===== config.mk =====
export PLATFORM = sky130hd
export DESIGN_NAME = buzzer_pwm_gen_flat
export DESIGN_NICKNAME = d
export VERILOG_FILES = /design/src/rtl/buzzer_pwm_gen_if.sv /design/src/rtl/buzzer_pwm_gen.sv /design/src/flat_wrapper.sv
export SDC_FILE = /design/constraint.sdc
export NUM_CORES = 1
export LEC_CHECK = 0
export ABC_AREA = 1
export BUFFER_PORTS_ARGS = -buffer_cell sky130_fd_sc_hd__buf_4
export CORE_MARGIN = 4
export CORE_UTILIZATION = 30
export DETAILED_ROUTE_END_ITERATION = 7
export REMOVE_ABC_BUFFERS = 1
export SETUP_SLACK_MARGIN = 0.05
export SYNTH_ARGS = -nofsm -noshare
export SYNTH_HDL_FRONTEND = slang
export SYNTH_SLANG_ARGS = --single-unit
export TNS_END_PERCENT = 20

===== constraint.sdc =====
create_clock -name clk -period 3.1 [get_ports clk]
set_input_delay 0.155 -clock clk [delete_from_list [all_inputs] [get_ports clk]]
set_output_delay 0.155 -clock clk [all_outputs]
set_load 0.02 [all_outputs]

===== src/rtl/buzzer_pwm_gen_if.sv =====
// Control and drive signals between the music sequencer/tune decoder and the buzzer PWM generator.
// The master drives the tone request; the slave (the generator) returns the buzzer drive and status.
interface buzzer_pwm_gen_if #(
    parameter int unsigned PERIOD_W = 20,
    parameter int unsigned VOL_W    = 2
);
    logic                en;
    logic [PERIOD_W-1:0] period;
    logic [VOL_W-1:0]    volume;
    logic                buzzer;
    logic                note_active;
    logic                period_wrap;

    modport master (
        output en,
        output period,
        output volume,
        input  buzzer,
        input  note_active,
        input  period_wrap
    );

    modport slave (
        input  en,
        input  period,
        input  volume,
        output buzzer,
        output note_active,
        output period_wrap
    );
endinterface


===== src/rtl/buzzer_pwm_gen.sv =====
// Passive-buzzer PWM generator: square/pulse wave of the requested period with a volume-selected duty.
// Period, duty and enable are only resampled at period boundaries so the waveform never glitches.
module buzzer_pwm_gen #(
    parameter int unsigned PERIOD_W = 20,
    parameter int unsigned VOL_W    = 2
) (
    input  logic                  clk,
    input  logic                  rst,
    buzzer_pwm_gen_if.slave       bus
);

    typedef enum logic {
        StIdle,
        StRun
    } state_e;

    state_e              r_state;
    state_e              w_state_next;
    logic [PERIOD_W-1:0] r_cnt;
    logic [PERIOD_W-1:0] w_cnt_next;
    logic [PERIOD_W-1:0] r_period;
    logic [PERIOD_W-1:0] w_period_next;
    logic [PERIOD_W-1:0] r_duty;
    logic [PERIOD_W-1:0] w_duty_next;
    logic [PERIOD_W-1:0] w_duty_in;
    logic [PERIOD_W-1:0] w_last;
    logic [PERIOD_W-1:0] w_cnt_inc;
    logic                r_buzzer;
    logic                w_buzzer_next;
    logic                w_valid;
    logic                w_wrap;

    // Duty derived from the period value that is about to be latched.
    always_comb begin
        w_duty_in = '0;
        case (bus.volume)
            2'd3:    w_duty_in = bus.period >> 1;
            2'd2:    w_duty_in = bus.period >> 2;
            2'd1:    w_duty_in = bus.period >> 3;
            default: w_duty_in = '0;
        endcase
    end

    assign w_valid   = bus.en && (bus.period >= PERIOD_W'(2));
    assign w_last    = r_period - PERIOD_W'(1);
    assign w_cnt_inc = r_cnt + PERIOD_W'(1);
    assign w_wrap    = (r_state == StRun) && (r_cnt == w_last);

    always_comb begin
        w_state_next  = r_state;
        w_cnt_next    = r_cnt;
        w_period_next = r_period;
        w_duty_next   = r_duty;
        w_buzzer_next = r_buzzer;
        unique case (r_state)
            StIdle: begin
                w_cnt_next    = '0;
                w_buzzer_next = 1'b0;
                if (w_valid) begin
                    w_state_next  = StRun;
                    w_period_next = bus.period;
                    w_duty_next   = w_duty_in;
                    w_buzzer_next = (w_duty_in != '0);
                end
            end
            StRun: begin
                if (w_wrap) begin
                    w_cnt_next = '0;
                    if (w_valid) begin
                        w_period_next = bus.period;
                        w_duty_next   = w_duty_in;
                        w_buzzer_next = (w_duty_in != '0);
                    end else begin
                        w_state_next  = StIdle;
                        w_buzzer_next = 1'b0;
                    end
                end else begin
                    w_cnt_next    = w_cnt_inc;
                    w_buzzer_next = (w_cnt_inc < r_duty);
                end
            end
            default: begin
                w_state_next  = StIdle;
                w_cnt_next    = '0;
                w_buzzer_next = 1'b0;
            end
        endcase
    end

    always_ff @(posedge clk) begin
        if (rst) begin
            r_state  <= StIdle;
            r_cnt    <= '0;
            r_period <= '0;
            r_duty   <= '0;
            r_buzzer <= 1'b0;
        end else begin
            r_state  <= w_state_next;
            r_cnt    <= w_cnt_next;
            r_period <= w_period_next;
            r_duty   <= w_duty_next;
            r_buzzer <= w_buzzer_next;
        end
    end

    assign bus.buzzer      = r_buzzer;
    assign bus.note_active = (r_state == StRun);
    assign bus.period_wrap = w_wrap;

endmodule


===== src/flat_wrapper.sv =====
// flat-port wrapper written by rule: the top's interface ports become plain ports
module buzzer_pwm_gen_flat 
#(
    parameter int unsigned PERIOD_W = 20,
    parameter int unsigned VOL_W    = 2
)
  (clk, rst, bus_en, bus_period, bus_volume, bus_buzzer, bus_note_active, bus_period_wrap);
  buzzer_pwm_gen_if #(.PERIOD_W(PERIOD_W), .VOL_W(VOL_W)) bus_i ();
  input  logic clk;
  input  logic rst;
  input wire logic [$bits(bus_i.en)-1:0] bus_en;
  input wire logic [$bits(bus_i.period)-1:0] bus_period;
  input wire logic [$bits(bus_i.volume)-1:0] bus_volume;
  output wire logic [$bits(bus_i.buzzer)-1:0] bus_buzzer;
  output wire logic [$bits(bus_i.note_active)-1:0] bus_note_active;
  output wire logic [$bits(bus_i.period_wrap)-1:0] bus_period_wrap;
  assign bus_i.en = bus_en;
  assign bus_i.period = bus_period;
  assign bus_i.volume = bus_volume;
  assign bus_buzzer = bus_i.buzzer;
  assign bus_note_active = bus_i.note_active;
  assign bus_period_wrap = bus_i.period_wrap;
  buzzer_pwm_gen #(.PERIOD_W(PERIOD_W), .VOL_W(VOL_W)) u_core (.clk(clk), .rst(rst), .bus(bus_i));
endmodule

==> metrics.md, run 1 <==
| Metric | Value |
|---|---|
| DRT Pass-1 Iters | `5` |
| Vias post-DR | `between 4000 and 5000` |
| Critical path cell sequence | `ha_2 -> nand3_1 -> nand3b_1 -> nor2_2 -> nand3_2 -> nor2_4 -> nand2_2 -> nor2_2 -> inv_1 -> nand2_1 -> inv_1 -> ha_1 -> nand2_1 -> nor2_1 -> a211oi_1 -> nand2_1 -> nand3_1 -> nand2_1 -> a21oi_1 -> nand2_1 -> nand2_1` |
| Synth unique cells | `32` |
| Port buffer count | `27` |
| Yosys warns | `0` |
| Initial antenna violation count | `0` |
| F_max | `about 0.37 GHz` |
| Sequential element share of the synthesized area | `roughly 28%` |
| Post-Syn Area | `approximately 4400 um^2` |
| Vias in the first global route | `slightly below 4000` |
| Reg clk slew, reported paths | `50 ps` |
| Worst-Skew Late Latency | `320 ps` |
| GP Congestion | `about 0.8` |
| Post-route ant nets | `0` |
| Crit-path slowest cell | `dfxtp_4` |
| Hold slack | `approximately 19 ps` |
| Maximum clock path buffer count | `2` |
| Final Hold Fails | `0` |
| CTS sink cnt | `61` |
| GRT Resource Usage Total | `13.3%` |
| Critical path class | `register to register` |
| LEAKAGE | `2.50 nW` |
| Most frequent cell on the critical path | `nand2_1` |
| P per Cell Area | `around 460 nW/um^2` |
| Number of synthesized flops with an enable pin | `0` |
| Post-Synth Simple-Gate Area | `between 30 and 40%` |
| DP HPWL | `a little over 8 mm` |
| Chip width | `129 um` |
| Synth area leaders | `dfxtp_1, nand2_1, inv_1, nor2_1, a21oi_1` |
| Hold_buf cts | `0` |
| CTS root buf | `clkbuf_16` |
| Post-synthesis compound-gate area fraction | `11.8%` |
| P&R area growth vs syn | `15.3%` |
| Multiplexer area fraction after synthesis | `0%` |
| WP data arrival | `about 3000 ps` |
| Tcrit/Tclk final | `roughly 87%` |
| Place WS | `roughly 190 ps` |
| RSZ-0062 raised after global routing | `no` |
| Cells after Synth | `around 710` |
| CP required | `about 3400 ps` |
| Final Instance Area | `5080 um^2` |
| Max Slew Vio Count | `0` |
| Setup ws final | `around 400 ps` |
| Ys async rst share | `0%` |
| Post-synth top cells | `nand2_1, inv_1, nor2_1, dfxtp_1` |
| Cell taking the most area after synthesis | `dfxtp_1` |
| Share of the synthesized area in the top cell type | `between 20% and 30%` |
| Antenna diodes | `0` |
| CP Max Fanout | `5` |
| Tmin final | `approximately 2700 ps` |
| First-pass GRT wire length | `roughly 18 mm` |
| CP endpoint kind | `register` |
| CTS tree | `built` |
| Setup Viol. Count Final | `0` |
| Iter 0 DRT Violations | `~230` |
| Routed len/inst | `11.6 um` |
| Site Rows | `44` |
| Height of the chip | `129 um` |
| DP Area | `4750 um^2` |
| Mean post-synth cell area | `just over 6 um^2` |
| DR DRC count | `0` |
| Worst Hold Class | `input port to register` |
| Maximum VDD drop | `0.230 mV` |
| Main flop type after synthesis | `dfxtp_1` |
| Adder-Cell Fraction of Synth Area | `under 10%` |
| CP peak stage delay | `370 ps` |
| Grt ovf | `0` |
| Slew @ Worst Pin | `about 630 ps` |
| TritonCTS Buffers | `9` |
| Result of the run | `completed` |
| H-Tree Depth | `3` |
| Relative slew slack | `between 50% and 60%` |
| Die footprint | `16700 um^2` |
| Post-Synth XOR/XNOR Area | `5.16%` |
| Largest net degree at the start of global routing | `69` |
| # IOs | `28` |
| Starting Density | `between 30% and 40%` |
| Total power | `between 2 and 2.5 mW` |
| Largest family of logic cells by synthesized area | `simple AND/OR/NAND/NOR gates` |
| Layout cells sized above 1 | `a little over a tenth` |
| Final Net Count | `771` |
| CORE AREA | `14500 um^2` |
| Total Wirelength | `~11 mm` |
| Most common cell in the netlist | `nand2_1` |
| Setup crit start kind | `register` |
| Yosys reg bits | `61` |
| Clock Skews | `a little under 6 ps` |
| Total of max-cap violations | `0` |
| Vias per cell | `roughly 4.6` |
## path summary, 6_finish.rpt
check | from | endpoint | slack [ps] | cells past startpoint
max | u_core.r_cnt[0] | u_core.bus.buzzer | 400 | 21
min | rst | u_core.bus.note_active | 20 | 2
max reg2reg | u_core.r_cnt[0] | u_core.bus.buzzer | 400 | 21
min reg2reg | u_core.r_cnt[0] | u_core.r_cnt[0] | 450 | 1
## cell type report
class | instances | area (um^2)
sequential | 61 | 1230
inverter | 115 | 432
clock buffer | 13 | 270
multi-input combinational | 505 | 2610
clock inverter | 1 | 30.0
timing repair buffer | 34 | 280
fill | 1583 | 9400
tap | 184 | 230
## cells in the final DEF, fill, tap and decap left out, drive strengths merged, types with 6 or more instances in the layout
master and instances:
nand2 166, nor2 116, inv 115, nand3 61, dfxtp 61, a21oi 60, buf 34, ha 20
nand4 15, xor2 13, xnor2 13, clkbuf 13, o22ai 11, o21ai 8, o21bai 6
## flip-flops by register name, summed over array words and instances, names as in the netlist
register and cells:
u_core.bus.buzzer 1, u_core.bus.note_active 1, u_core.r_cnt 20, u_core.r_duty 19, u_core.r_period 20
## per-stage QoR
stage	std cells	util [%]	setup TNS (ps)
after global routing	913	35.1	0
after global placement	898	32.8	0
final	913	35.1	0
after CTS	912	34.9	0
after detailed placement	898	32.8	0
after floorplan	681	-	-10350
## layer usage
| metal | GRT usage, % | wire length [um] |
|---|---|---|
| met1 | 17.7 | 5320 |
| met2 | 21.5 | 4700 |
| met3 | 1.85 | 293 |
| met4 | 5.56 | 239 |
| met5 | 0 | 0 |
## worst max-delay path: cells and delay by family (launching register included)
family / cells / cell delay, ps
AND/OR/NAND/NOR: 15 / 1450
flip-flops: 1 / 370
buffers and inverters: 2 / 100
AO/OA/AOI/OAI: 2 / 270
adder cells (fa/ha/maj): 2 / 460
## cell families (layout without fill, tap and decap cells)
logic type               Yosys count  count (layout)
adder cells (fa/ha/maj)           20              20
AO/OA/AOI/OAI                     92              92
flip-flops                        61              61
buffers and inverters            141             163
XOR/XNOR                          26              26
AND/OR/NAND/NOR                  367             367
## power breakdown
group / internal (mW) / switching [mW] / total [mW] / leakage (nW)
logic: 0.182 / 0.299 / 0.481 / 1.85
registers: 0.829 / 0.0450 / 0.874 / 0.502
clock network: 0.678 / 0.320 / 0.998 / 0.148
total: 1.69 / 0.664 / 2.35 / 2.50
## what timing repair did
| item | 4_1_cts | 5_1_grt |
|---|---|---|
| resized for setup | 0 | 11 |
| hold endpoints to repair | 0 | 0 |
| endpoints found under the setup margin | 0 | 1 |
| buffers inserted | 0 | 1 |
Power figures use the tool's default switching activity.
==> run 2: changes to the inputs <==
- CORE_UTILIZATION: 30 -> 45
==> run 2 against run 1 <==
  * Critical path depth is the same
  * Fmax shrank 4.8%
  * Clock power shrank 41%
  * Die area shrank 31%
  * Routed wire length grew 0.70%
  * Non-clock buffer count shrank 3
  * Critical path type unchanged
  * Largest cell class unchanged
  * Largest power group is now sequential cells
==> metrics.md, run 2 (synthesized netlist as in run 1, its figures left out) <==
| Metric | Value |
|---|---|
| Worst Hold Class | `input port to register` |
| CP Max Fanout | `5 (unchanged)` |
| Post-route ant nets | `0 (unchanged)` |
| CP startpoint | `u_core.r_cnt[0]` |
| Most common cell after layout, fill and taps aside | `nand2_1` |
| H-Tree Depth | `3 (unchanged)` |
| Critical path class | `register to register` |
| Critical Path End | `u_core.bus.buzzer` |
| # IOs | `28 (unchanged)` |
| Worst R2R Start | `u_core.r_cnt[0]` |
| GRT Resource Usage Total | `19.1% (+5.9 points)` |
| GRT met3 Usage | `2.53% (+0.67 points)` |
| Setup crit start kind | `register` |
| Clock share of power | `30.4% (-12 points)` |
| P&R area growth vs syn | `9.73%` |
| Fillers | `1051 (-34%)` |
| P per Cell Area | `402 nW/um^2 (-13%)` |
| Tmin final | `2830 ps (+135 ps)` |
| Slew @ Worst Pin | `1220 ps (+590 ps)` |
| Relative slew slack | `18.7% (-39 points)` |
| Clock Skews | `15.6 ps (+9.76 ps)` |
| Grt ovf | `0 (unchanged)` |
| CTS root buf | `clkbuf_8` |
| Total Wirelength | `10.6 mm (+0.70%)` |
| Top Registers | `u_core.r_cnt: 20 flops, u_core.r_period: 20 flops, u_core.r_duty: 19 flops` |
| Worst-Skew Late Latency | `340 ps (+20 ps)` |
| Met1 Usage GRT | `28.2% (+10 points)` |
| Chip width | `107 um (-17%)` |
| Final Hold Fails | `0 (unchanged)` |
| Highest-count cells in the layout ignoring fill and taps | `nand2_1, inv_1, nor2_1, a21oi_1` |
| Hold slack | `144 ps (+125 ps)` |
| R2r endpoint | `u_core.bus.buzzer` |
| Switching share of power | `33.6% (+5.3 points)` |
| Maximum VDD drop | `0.175 mV (-24%)` |
| Setup Viol. Count Final | `0 (unchanged)` |
| Area occupied by multi-input gates | `2610 um^2 (unchanged)` |
| Layout cells sized above 1 | `9.75% (-0.67 points)` |
| Result of the run | `completed` |
| Starting Density | `47.1% (+17 points)` |
| DR DRC count | `0 (unchanged)` |
| Site Rows | `35 (-20%)` |
| Combinational Power Share | `24.6% (+4.2 points)` |
| Height of the chip | `107 um (-17%)` |
| Setup tns final | `0 ps (unchanged)` |
| CTS tree | `built` |
| GP Congestion | `0.871 (+8.9%)` |
| Port buffer count | `27 (unchanged)` |
| TritonCTS Buffers | `9 (unchanged)` |
| Max Slew Vio Count | `0 (unchanged)` |
| CP endpoint kind | `register` |
| Met2 usage | `28.3% (+6.8 points)` |
| Iter 0 DRT Violations | `162 (-30%)` |
| Flop-to-flop setup slack | `270 ps (-130 ps)` |
| Total of max-cap violations | `0 (unchanged)` |
| Sequential share of power | `45.0% (+7.8 points)` |
| Routed len/inst | `12.4 um (+7.3%)` |
| LEAKAGE | `2.41 nW (-3.4%)` |
| Initial antenna violation count | `0 (unchanged)` |
| CTS sink cnt | `61 (unchanged)` |
| Switching power | `0.652 mW (-1.8%)` |
| Largest net degree at the start of global routing | `81 (+17%)` |
| Maximum clock path buffer count | `2 (unchanged)` |
| WP data arrival | `3110 ps (+140 ps)` |
| F_max | `0.353 GHz (-4.8%)` |
| Vias per cell | `4.89 (+6.9%)` |
| Tcrit/Tclk final | `91.4% (+4.3 points)` |
| First-pass GRT wire length | `17.7 mm (-1.8%)` |
| CP required | `3380 ps (about the same)` |
| Vias post-DR | `4191 (+0.38%)` |
| Vias in the first global route | `3777 (-3.9%)` |
| Final Net Count | `768 (-0.39%)` |
| Antenna diodes | `0 (unchanged)` |
| Busiest grt layer | `met2` |
| R2R depth | `21 (unchanged)` |
| Reg clk slew, reported paths | `80 ps (+30 ps)` |
| Die footprint | `11400 um^2 (-31%)` |
| DRT Pass-1 Iters | `5 (unchanged)` |
| DP HPWL | `8.13 mm (-0.49%)` |
| CORE AREA | `9370 um^2 (-35%)` |
| Register area | `1230 um^2 (-0.10%)` |
| Total internal power | `1.29 mW (-24%)` |
run 2: cell count changes in the layout (fill, tap and decap cells not counted), moves of 3 or more:
cell | previous run | this run
clkbuf_16 | 9 | 0
clkbuf_8 | 3 | 9
clkinv_2 | 0 | 4
buf_4 | 32 | 29
run 2: layout make-up:
class,count,area share (%)
tap,129,3.34
multi-input combinational,505,54.0
sequential,61,25.3
timing repair buffer,31,5.12
clock buffer,11,2.71
inverter,115,8.92
clock inverter,5,0.569
run 2: metrics by stage:
stage | worst slack (ps) | std cells | total power [mW] | area, um^2 | utilization (%)
final | 267 | 857 | 1.94 | 4840 | 51.6
after detailed placement | 125 | 839 | 1.37 | 4640 | 49.5
after CTS | 97.0 | 856 | 1.96 | 4800 | 51.3
after global placement | 276 | 839 | 1.36 | 4640 | 49.5
after global routing | -9.09 | 857 | 2.08 | 4840 | 51.6
after floorplan | -218 | 681 | 1.23 | 4240 | -
run 2: worst min path at each step:
stage	start	slack (ps)	depth (start not counted)	to
detailed placement	rst	350	2	u_core.bus.note_active
CTS	bus_period[0]	130	5	u_core.r_period[0]
global route	bus_period[0]	180	5	u_core.r_period[0]
finish	bus_period[0]	140	5	u_core.r_period[0]
floorplan	rst	220	1	u_core.bus.note_active
global placement	rst	340	2	u_core.bus.note_active
run 2: critical path, cell delays in order (launching register included):
cell,delay [ps]
dfxtp_4,370
ha_1,190
nand3_1,110
nand3b_1,220
nor2_2,170
nand3_2,110
nor2_4,130
nand2_1,100
nor2_2,160
inv_1,60
nand2_1,80
inv_1,50
ha_1,270
nand2_1,100
nor2_1,70
a211oi_2,160
nand2_1,90
nand3_1,80
nand2_1,60
a21oi_1,110
nand2_1,60
nand2_1,50
run 2: what timing repair did:
action                                  4_1_cts  5_1_grt
hold buffers                                  1        0
endpoints found under the setup margin        0        1
hold endpoints to repair                      1        0
resized for setup                             0        9
setup buffers                                 0        1
run 2: power groups by stage:
| stage | Clock (mW) | Sequential (mW) | Combinational [mW] |
|---|---|---|---|
| 2_1_floorplan | 0 | 0.876 | 0.357 |
| 3_3_place_gp | 0 | 0.890 | 0.470 |
| 3_5_place_dp | 0 | 0.891 | 0.479 |
| 4_1_cts | 0.605 | 0.874 | 0.481 |
| 5_1_grt | 0.646 | 0.880 | 0.551 |
| 6_report | 0.590 | 0.874 | 0.479 |
run 2: per-layer routing:
layer | up-vias | share of wire (%)
li1 | 2269 | -
met1 | 1845 | 53
met2 | 62 | 42
met3 | 15 | 2.3
met4 | 0 | 2.2
met5 | - | 0
